<file path="src/rtl/gnrc_addr_pkg.sv">
`default_nettype none
// ============================================================================
// Module      : gnrc_addr_pkg
// Description : Shared types and helpers for the generic address map blocks.
//               Holds the region-bound rules (NAPOT / TOR) so the decoder and
//               the burst generator elaborate identical regions from one MAP.
// Revision    : 1.0 - initial release
// ============================================================================
package gnrc_addr_pkg;

    // Widest address the elaboration-time helpers handle.
    localparam int MAX_AW = 64;

    // One spare bit above the widest address so carries stay visible.
    typedef logic [MAX_AW:0]   addr_ext_t;
    typedef logic [MAX_AW-1:0] map_word_t;

    typedef enum logic [1:0] {
        ST_IDLE  = 2'd0,
        ST_BURST = 2'd1,
        ST_ERR   = 2'd2
    } burst_state_e;

    // Lowest set bit of vec within the low 'width' bits; 'width' if none set.
    function automatic int find_first_one(input map_word_t vec, input int width);
        find_first_one = width;
        for (int i = MAX_AW - 1; i >= 0; i--) begin
            if ((i < width) && vec[i]) begin
                find_first_one = i;
            end
        end
    endfunction

    // 2^aw - 1 in the extended width.
    function automatic addr_ext_t width_mask(input int aw);
        width_mask = (addr_ext_t'(1) << aw) - addr_ext_t'(1);
    endfunction

    // First address of region k.
    function automatic addr_ext_t region_base(input map_word_t map_cur,
                                              input map_word_t map_prev,
                                              input int        k,
                                              input bit        napot,
                                              input int        aw);
        addr_ext_t m;
        int        w;
        m = addr_ext_t'(map_cur) & width_mask(aw);
        if (napot) begin
            // The first zero marks the size; everything at and below it is offset.
            w = find_first_one(~map_cur, aw);
            if (w >= aw) begin
                region_base = '0;
            end else begin
                region_base = m & ~((addr_ext_t'(1) << (w + 1)) - addr_ext_t'(1));
            end
        end else if (k == 0) begin
            region_base = '0;
        end else begin
            region_base = addr_ext_t'(map_prev) & width_mask(aw);
        end
    endfunction

    // Last (inclusive) address of region k.
    function automatic addr_ext_t region_last(input map_word_t map_cur,
                                              input int        k,
                                              input int        nr,
                                              input bit        napot,
                                              input int        aw);
        addr_ext_t m;
        int        w;
        m = addr_ext_t'(map_cur) & width_mask(aw);
        if (napot) begin
            w = find_first_one(~map_cur, aw);
            if (w >= aw) begin
                region_last = width_mask(aw);
            end else begin
                region_last = m | (addr_ext_t'(1) << w);
            end
        end else if (k >= nr) begin
            region_last = width_mask(aw);
        end else if (m == '0) begin
            region_last = '0;
        end else begin
            region_last = m - addr_ext_t'(1);
        end
    endfunction

    // Index is addressable and its TOR region is non-empty.
    function automatic bit region_valid(input map_word_t map_cur,
                                        input map_word_t map_prev,
                                        input int        k,
                                        input int        nr,
                                        input bit        napot,
                                        input int        aw);
        if (napot) begin
            return k < nr;
        end
        if (k > nr) begin
            return 1'b0;
        end
        if ((k < nr) && ((addr_ext_t'(map_cur) & width_mask(aw)) == '0)) begin
            return 1'b0;
        end
        return region_base(map_cur, map_prev, k, napot, aw)
               <= region_last(map_cur, k, nr, napot, aw);
    endfunction

endpackage
`default_nettype wire

</file>
<file path="src/rtl/gnrc_addr_region_lut.sv">
`default_nettype none
// ============================================================================
// Module      : gnrc_addr_region_lut
// Description : Combinational region table. Maps a region index to its base,
//               inclusive last address and a valid flag; all entries are
//               elaborated as constants from MAP / NAPOT.
// Revision    : 1.0 - initial release
// ============================================================================
module gnrc_addr_region_lut
    import gnrc_addr_pkg::*;
#(
    parameter int                     AW    = 32,
    parameter int                     NR    = 1,
    parameter int                     NAPOT = 1,
    parameter logic [NR-1:0][AW-1:0]  MAP   = '0,
    parameter int                     CW    = 1
) (
    input  logic [CW-1:0] i_idx,
    output logic [AW:0]   o_base,
    output logic [AW:0]   o_last,
    output logic          o_idx_valid
);

    // TOR has one extra region above the last rule.
    localparam int NE = NR + ((NAPOT == 0) ? 1 : 0);

    // MAP entry k zero-extended; out-of-range k reads as zero.
    function automatic map_word_t map_at(input int k);
        map_at = '0;
        for (int j = 0; j < NR; j++) begin
            if (j == k) begin
                map_at = map_word_t'(MAP[j]);
            end
        end
    endfunction

    logic [AW:0] w_base_tab [NE];
    logic [AW:0] w_last_tab [NE];
    logic        w_ok_tab   [NE];

    for (genvar k = 0; k < NE; k++) begin : g_region
        localparam addr_ext_t c_base = region_base(map_at(k), map_at(k - 1), k, NAPOT != 0, AW);
        localparam addr_ext_t c_last = region_last(map_at(k), k, NR, NAPOT != 0, AW);
        localparam bit        c_ok   = region_valid(map_at(k), map_at(k - 1), k, NR, NAPOT != 0, AW);
        assign w_base_tab[k] = c_base[AW:0];
        assign w_last_tab[k] = c_last[AW:0];
        assign w_ok_tab[k]   = c_ok;
    end

    // Select the entry for i_idx; indices past the table read as invalid.
    always_comb begin
        o_base      = '0;
        o_last      = '0;
        o_idx_valid = 1'b0;
        for (int k = 0; k < NE; k++) begin
            if (i_idx == CW'(k)) begin
                o_base      = w_base_tab[k];
                o_last      = w_last_tab[k];
                o_idx_valid = w_ok_tab[k];
            end
        end
    end

endmodule
`default_nettype wire

</file>
<file path="src/rtl/gnrc_addr_burst_gen.sv">
`default_nettype none
// ============================================================================
// Module      : gnrc_addr_burst_gen
// Description : Turns (region, offset, len, wrap) commands into a valid/ready
//               stream of absolute addresses inside the selected region, with
//               optional wrap to the region base and an error beat for
//               illegal indices or out-of-region accesses. AW <= 64.
// Revision    : 1.0 - initial release
// ============================================================================
module gnrc_addr_burst_gen
    import gnrc_addr_pkg::*;
#(
    parameter int                     AW    = 32,
    parameter int                     NR    = 1,
    parameter int                     NAPOT = 1,
    parameter logic [NR-1:0][AW-1:0]  MAP   = '0,
    parameter int                     LW    = 8,
    localparam int                    CW    = ((NR + ((NAPOT == 0) ? 1 : 0)) > 1) ?
                                              $clog2(NR + ((NAPOT == 0) ? 1 : 0)) : 1
) (
    input  logic          clk_i,
    input  logic          rst_ni,
    input  logic          req_valid_i,
    output logic          req_ready_o,
    input  logic [CW-1:0] req_idx_i,
    input  logic [AW-1:0] req_offset_i,
    input  logic [LW-1:0] req_len_i,
    input  logic          req_wrap_i,
    output logic          addr_valid_o,
    input  logic          addr_ready_i,
    output logic [AW-1:0] addr_o,
    output logic          addr_last_o,
    output logic          addr_err_o
);

    burst_state_e state_q, state_d;
    logic [AW:0]   addr_q, addr_d;
    logic [LW-1:0] rem_q, rem_d;
    logic [AW:0]   base_q, base_d;
    logic [AW:0]   last_q, last_d;
    logic          wrap_q, wrap_d;
    logic          valid_q, valid_d;
    logic          last_beat_q, last_beat_d;
    logic          err_q, err_d;

    logic [AW:0]   w_lut_base;
    logic [AW:0]   w_lut_last;
    logic          w_lut_ok;
    logic [AW:0]   w_start;
    logic [AW:0]   w_next;
    logic          w_hs;

    gnrc_addr_region_lut #(
        .AW    (AW),
        .NR    (NR),
        .NAPOT (NAPOT),
        .MAP   (MAP),
        .CW    (CW)
    ) u_region_lut (
        .i_idx       (req_idx_i),
        .o_base      (w_lut_base),
        .o_last      (w_lut_last),
        .o_idx_valid (w_lut_ok)
    );

    // Extended-width sums: base + offset and addr + 1 can exceed 2^AW-1 visibly.
    assign w_start = w_lut_base + {1'b0, req_offset_i};
    assign w_next  = addr_q + (AW + 1)'(1);
    assign w_hs    = valid_q & addr_ready_i;

    assign req_ready_o  = (state_q == ST_IDLE);
    assign addr_valid_o = valid_q;
    assign addr_o       = addr_q[AW-1:0];
    assign addr_last_o  = last_beat_q;
    assign addr_err_o   = err_q;

    // Next-state logic: command accept, beat advance with wrap/truncate, retire.
    always_comb begin
        state_d     = state_q;
        addr_d      = addr_q;
        rem_d       = rem_q;
        base_d      = base_q;
        last_d      = last_q;
        wrap_d      = wrap_q;
        valid_d     = valid_q;
        last_beat_d = last_beat_q;
        err_d       = err_q;
        case (state_q)
            ST_IDLE: begin
                if (req_valid_i) begin
                    valid_d = 1'b1;
                    if (!w_lut_ok || (w_start > w_lut_last)) begin
                        state_d     = ST_ERR;
                        addr_d      = '0;
                        rem_d       = '0;
                        last_beat_d = 1'b1;
                        err_d       = 1'b1;
                    end else begin
                        state_d     = ST_BURST;
                        addr_d      = w_start;
                        rem_d       = req_len_i;
                        last_beat_d = (req_len_i == '0);
                        err_d       = 1'b0;
                        base_d      = w_lut_base;
                        last_d      = w_lut_last;
                        wrap_d      = req_wrap_i;
                    end
                end
            end
            ST_BURST: begin
                if (w_hs) begin
                    if (rem_q == '0) begin
                        state_d     = ST_IDLE;
                        valid_d     = 1'b0;
                        last_beat_d = 1'b0;
                    end else if ((w_next > last_q) && !wrap_q) begin
                        // Ran off the region end: replace the rest with one error beat.
                        state_d     = ST_ERR;
                        addr_d      = '0;
                        rem_d       = '0;
                        last_beat_d = 1'b1;
                        err_d       = 1'b1;
                    end else begin
                        addr_d      = (w_next > last_q) ? base_q : w_next;
                        rem_d       = rem_q - LW'(1);
                        last_beat_d = (rem_q == LW'(1));
                    end
                end
            end
            ST_ERR: begin
                if (w_hs) begin
                    state_d     = ST_IDLE;
                    valid_d     = 1'b0;
                    last_beat_d = 1'b0;
                    err_d       = 1'b0;
                end
            end
            default: begin
                state_d     = ST_IDLE;
                valid_d     = 1'b0;
                last_beat_d = 1'b0;
                err_d       = 1'b0;
            end
        endcase
    end

    // State and registered outputs; async reset drops valid immediately.
    always_ff @(posedge clk_i or negedge rst_ni) begin
        if (!rst_ni) begin
            state_q     <= ST_IDLE;
            addr_q      <= '0;
            rem_q       <= '0;
            base_q      <= '0;
            last_q      <= '0;
            wrap_q      <= 1'b0;
            valid_q     <= 1'b0;
            last_beat_q <= 1'b0;
            err_q       <= 1'b0;
        end else begin
            state_q     <= state_d;
            addr_q      <= addr_d;
            rem_q       <= rem_d;
            base_q      <= base_d;
            last_q      <= last_d;
            wrap_q      <= wrap_d;
            valid_q     <= valid_d;
            last_beat_q <= last_beat_d;
            err_q       <= err_d;
        end
    end

endmodule
`default_nettype wire

</file>
<file path="config.mk">
export PLATFORM = sky130hd
export DESIGN_NAME = gnrc_addr_burst_gen
export DESIGN_NICKNAME = d
export VERILOG_FILES = /design/src/rtl/gnrc_addr_pkg.sv /design/src/rtl/gnrc_addr_region_lut.sv /design/src/rtl/gnrc_addr_burst_gen.sv
export SDC_FILE = /design/constraint.sdc
export NUM_CORES = 1
export LEC_CHECK = 0
export BUFFER_PORTS_ARGS = -buffer_cell sky130_fd_sc_hd__buf_2
export CORE_MARGIN = 4
export CORE_UTILIZATION = 40
export DETAILED_ROUTE_END_ITERATION = 7
export HOLD_SLACK_MARGIN = 0.1
export MAX_ROUTING_LAYER = met4
export PLACE_DENSITY = 0.68
export SYNTH_ARGS = -nofsm -noshare
export SYNTH_HDL_FRONTEND = slang
export SYNTH_SLANG_ARGS = --single-unit
export TNS_END_PERCENT = 50
</file>
<file path="constraint.sdc">
create_clock -name clk_i -period 3.07 [get_ports clk_i]
set_input_delay 0.1535 -clock clk_i [delete_from_list [all_inputs] [get_ports clk_i]]
set_output_delay 0.1535 -clock clk_i [all_outputs]
set_load 0.03 [all_outputs]
</file>
-- Word-level counts from Yosys, hierarchy flattened
Index checks and enable logic that the tools add are counted.
- $add $sub $neg: 2
- $lt $le $gt $ge: 2
- equality and inequality tests: 10
- mux-type cells: 38
- bitwise logic cells: 2
- reduce and logical (&&, ||, !) cells: 13
- operator list (operator ; count):
    33-bit 2-to-1 mux ; 5
    33-bit case mux with 2 select lines ; 1
    8-bit 2-to-1 mux ; 5
    33-bit by 1-bit adder with 33-bit output, second input constant ; 1
    32-bit by 33-bit greater-than comparator with 1-bit output ; 1
    33-bit greater-than comparator ; 1
    32-bit 2-to-1 mux ; 1
    8-bit logical NOT ; 2
    8-bit case mux with 2 select lines ; 1
    1-bit 2-to-1 mux ; 15
    2-bit 2-to-1 mux ; 6
    2-bit inequality test, second input constant ; 6
    4-bit AND reduction ; 3
    1-bit case mux with 3 select lines ; 3
    8-bit by 1-bit == test with 1-bit output, second input constant ; 1
    8-bit by 1-bit subtractor with 8-bit output, second input constant ; 1
    2-bit case mux with 3 select lines ; 1
    3-bit AND reduction ; 2
    5-bit AND reduction ; 1
    3-bit inequality test, second input constant ; 1
    2-bit by 1-bit == test with 1-bit output, second input constant ; 1
    2-bit == test, second input constant ; 1
    2-bit logical NOT ; 1
    2-bit nonzero test ; 1
    other kinds (5) ; 5
- register bits after elaboration: 80
- input bits: 46
- output and inout port bits: 36
- word-level logic and storage cells: 75

-- Logic depth before layout (Yosys ltp)
- depth after elaboration: 7
- gate-level depth with buffers: 10
- gate-level depth less buffers: 9

-- Hierarchy
From an unflattened synthesis, not the netlist that was laid out.
- cells, all modules: 1132
- area total of the unflattened synthesis: 9721.8 µm²
- by module, submodules not included (module ; instances ; cells each ; area an instance (µm²)):
    gnrc_addr_burst_gen ; 1 ; 1064 ; 9218.8
    gnrc_addr_region_lut ; 1 ; 68 ; 503.0

-- Worst setup path before layout
Ideal clock, no wire load.
- path type: reg2reg
- start: reg addr_q[0]
- end: reg state_q[0]
- setup time: 0.087 ns
- data arrival time: 3.047 ns
- data required time: 2.983 ns
- setup slack: -0.063 ns
- cell stages (with the launch flop): 11
- cells stage by stage: dfrtp_1 > ha_1 > and4_1 > buf_2 > a21o_2 > a2111oi_0 > o211ai_1 > or4b_1 > o41ai_2 > a21bo_1 > a211oi_2
- word-level cells in the longest chain between the ends: 5
- RTL lines (element ; RTL line ; text):
    start, declared ; gnrc_addr_burst_gen.sv:37 ; logic [AW:0] addr_q, addr_d;
    start signal, assigned ; gnrc_addr_burst_gen.sv:161 ; addr_q <= addr_d;
    33-bit by 1-bit adder with 33-bit output ; gnrc_addr_burst_gen.sv:68 ; assign w_next = addr_q + (AW + 1)'(1);
    33-bit greater-than comparator ; gnrc_addr_burst_gen.sv:116 ; end else if ((w_next > last_q) && !wrap_q) begin
    1-bit logical AND ; gnrc_addr_burst_gen.sv:116 ;
    3-bit inequality test (no source line) ; -- ;
    4-bit AND reduction (no source line) ; -- ;
    end signal, assigned ; gnrc_addr_burst_gen.sv:160 ; state_q <= state_d;
    end, declared ; gnrc_addr_burst_gen.sv:36 ; burst_state_e state_q, state_d;
Every way passes these cells.
A chain may end at the register's enable or synchronous reset.

-- Worst setup path after layout
- start: reg addr_q[1]
- end: reg err_q (netlist: addr_err_o)
- word-level cells in the longest chain between the ends: 5
- RTL lines (element ; RTL line ; text):
    33-bit by 1-bit adder with 33-bit output ; gnrc_addr_burst_gen.sv:68 ;
    33-bit greater-than comparator ; gnrc_addr_burst_gen.sv:116 ;
    1-bit logical AND ; gnrc_addr_burst_gen.sv:116 ;
    2-bit inequality test (no source line) ; -- ;
    5-bit AND reduction (no source line) ; -- ;
    end signal, assigned ; gnrc_addr_burst_gen.sv:168 ; err_q <= err_d;
    end, declared ; gnrc_addr_burst_gen.sv:44 ; logic err_q, err_d;
Every way passes these cells.

==> impl_metrics.toml <==
[run_status]
status = "finished clean"

[min_path]
worst_hold_path.endpoint = "addr_valid_o$_DFFE_PN0P_"
hold_path_depth = 3
hold_start = "req_valid_i"
min_path_type = "input pin to flop"

[power]
p_comb_share_pct = 28.8
switching_share_pct = 35.1
leakagePower_nw = 1.96
p_int_mw = 0.990
p_switching_mw = 0.534
worst_ir_drop_vdd_v = 0.000216
powerDensity_nw_per_um2 = 364
sequentialPowerShare_pct = 47.3
clkPwrFrac_pct = 23.8

[clocking]
clkTransAtPathRegs_ns = 0.09
numCtsBuffers = 5
clkSinkCount = 48
worstSkewPairLatency_ns = 0.30
cts_tree = "yes"
root_buffer = "clkbuf_8"
cts_buffer_depth = 2
htreeDepth = 2

[flow_run]
max_cap_viol_count = 0

[detailed_routing]
vias = 3205
finalWirelength_um = 9240
drc_errors = 0
viasPerCell = 5.64
ant_nets = 0
drt_iter0_markers = 128
wl_per_cell_um = 16.3
first_pass_iters = 4

[timing]
timing.final.crit_share_pct = 99.7
fin_worst_skew_ns = 0.00418
finalSetupViolCount = 0
setup_slack_ns = 0.00895
rsz0062_at_grt = "true"
tightest_slew_ns = 1.09
maxSlewHeadroom_pct = 27.3
drv_slew = 0
holdWs_ns = 0.126
period_needed_ns = 3.06
hold_viol_final = 0
fmax_mhz = 327

[critical_path]
crit_family = "simple AND/OR/NAND/NOR gates"
r2r_slack_ns = 0.009
crit_buf_inv = 2
reg2reg_from = "addr_q[1]$_DFFE_PN0P_"
cp.required_ns = 3.26
path_class = "flop to flop"
crit_path_cell_trace = "ha_4 -> nand4_1 -> buf_4 -> nor4_4 -> xnor2_2 -> o2111ai_2 -> or4b_4 -> nor4_4 -> buf_4 -> a21oi_4 -> mux2_4"
rr_endpoint = "addr_err_o$_DFFE_PN0P_"
cp-start-kind = "flop"
end_kind = "flop"
crit_slowest_cell = "or4b_4"
reg2regPathDepth = 11
path_max_fanout = 3
crit_arrival_ns = 3.25
cp_slowest_stage_delay_ns = 0.55

[logic_synthesis]
yosysMostFrequentCell = "dfrtp_1"
yosysUniqueCellTypes = 80
synthTopCellsByArea = "dfrtp_1 35%, buf_4 7.5%, and2_1 5.4%"
yosys.area.top_type = "dfrtp_1"
yosys_register_bits = 48
yosysWarningCount = 0
synth_area_um2 = 3380
synthFlopType = "dfrtp_1"
yosysSeqAreaShare_pct = 35.5
synth_fp_nets = 433
syn_avg_cell_area_um2 = 8.88
netlist_instances = 381
ys_async_sr_fraction_pct = 100
synth-edff-count = 0
synth_top_cells_by_count = "48 x dfrtp_1, 34 x buf_4, 29 x and2_1, 29 x nor2_1, 23 x nand2_1"
synth_top_area_share_pct = 35.5

[floorplan]
die_x_um = 100
rows = 33
dieArea_um2 = 10000
io_pins = 82
core_area_um2 = 8220
start_util_pct = 41.2
fp.dieH_um = 100

[cells_and_area]
drive_above_1_share_pct = 39.1
stdcell_count = 568
final_cell_area_um2 = 4190
fillCellCount = 787
final_core_util_pct = 51.0
antenna_cells = 0
syn_to_final_growth_pct = 23.8
nNetsFinal = 515

[global_route]
grt_pass1_vias = 3103
grt_use_total_pct = 18.8
grt_start_max_net_pins = 49
grt_pass1_wl_um = 14900
antenna_found_initial = 0
overflow = 0

[placement]
gp_congestion = 0.933
dp.cells = 549
hpwl_um = 6780
pre_cts_slack_ns = -0.0870
io_buffer_count = 81
dpl_cell_area_um2 = 3810
per-stage QoR:
step                setup TNS (ns)  total power [mW]
detailed placement         -0.0870              1.16
floorplan                        0              1.02
CTS                              0              1.53
global placement                 0              1.14
finish                           0              1.52
global route                -0.446              1.63
repair_timing:
action                     CTS  global route
setup endpoints to repair    2            12
resized for setup            6            29
hold buffers                 3             0
pin swaps                    0            13
hold endpoints to repair    46             0
setup buffers                2             7
placed cells by master (no fill, tap or decap), types with 3 or more instances in the layout:
cell	n
a21oi_1	16
nand4_1	9
nor4_1	14
o22ai_1	5
or3_1	3
nand3_1	13
and3_1	4
nor4_4	5
and2_1	29
nor2b_1	4
dlygate4sd3_1	3
dfrtp_1	48
o21ai_0	13
nor3_1	13
nand2_1	22
a31oi_1	3
nor2_1	26
nor2_2	3
buf_4	35
ha_1	5
o211ai_1	4
inv_1	12
or2_2	4
clkbuf_8	5
buf_2	81
power groups by stage:
stage	logic, mW	clock network (mW)	registers, mW
CTS	0.430	0.379	0.721
floorplan	0.270	0	0.752
detailed placement	0.424	0	0.733
finish	0.440	0.363	0.721
global placement	0.413	0	0.730
global route	0.490	0.411	0.729
per-layer routing:
| metal | routed length (um) | global-route usage [%] |
|---|---|---|
| met3 | 625 | 3.06 |
| met1 | 3940 | 25.0 |
| met5 | 0 | - |
| met4 | 69 | 5.28 |
| met2 | 4600 | 29.9 |
sequential cells by signal, summed over array words and instances (netlist names):
name / count
addr_valid_o: 1
state_q: 2
addr_q: 33
addr_err_o: 1
last_q: 1
wrap_q: 1
addr_last_o: 1
rem_q: 8
how the worst max path moves through the flow:
stage / slack [ns] / to / start / cells past startpoint
6_report: 0.009 / addr_err_o$_DFFE_PN0P_ / addr_q[1]$_DFFE_PN0P_ / 11
5_1_grt: -0.13 / addr_err_o$_DFFE_PN0P_ / addr_q[1]$_DFFE_PN0P_ / 11
4_1_cts: 0.008 / state_q[0]$_DFFE_PN0P_ / addr_q[6]$_DFFE_PN0P_ / 8
3_5_place_dp: -0.09 / state_q[0]$_DFFE_PN0P_ / addr_q[1]$_DFFE_PN0P_ / 9
3_3_place_gp: 0.04 / state_q[0]$_DFFE_PN0P_ / addr_q[0]$_DFFE_PN0P_ / 9
2_1_floorplan: 0.07 / state_q[0]$_DFFE_PN0P_ / addr_q[0]$_DFFE_PN0P_ / 10
final cells by class:
cell class,instances,area (um2),area share (%)
Sequential cell,48,1200,28.7
Clock buffer,6,72.6,1.73
Inverter,12,45.0,1.07
Clock inverter,1,5.00,0.119
Timing Repair Buffer,120,709,16.9
Multi-Input combinational cell,276,2030,48.4
Tap cell,105,131,3.13
tightest hold or removal path: cells and delay by family:
family | cells | cell delay (ns)
AND/OR/NAND/NOR | 2 | 0.13
buffers and inverters | 1 | 0.12
cell families after synthesis:
logic type	synth area share (%)
AOI/OAI and AO/OA	18.5
buffers and inverters	10.8
and+or+nand+nor	30.9
adders and majority gates	2.22
xor gates and xnor gates	0.776
DFF	35.5
muxes	1.29
Note: power is estimated with default switching activity, not from simulation.
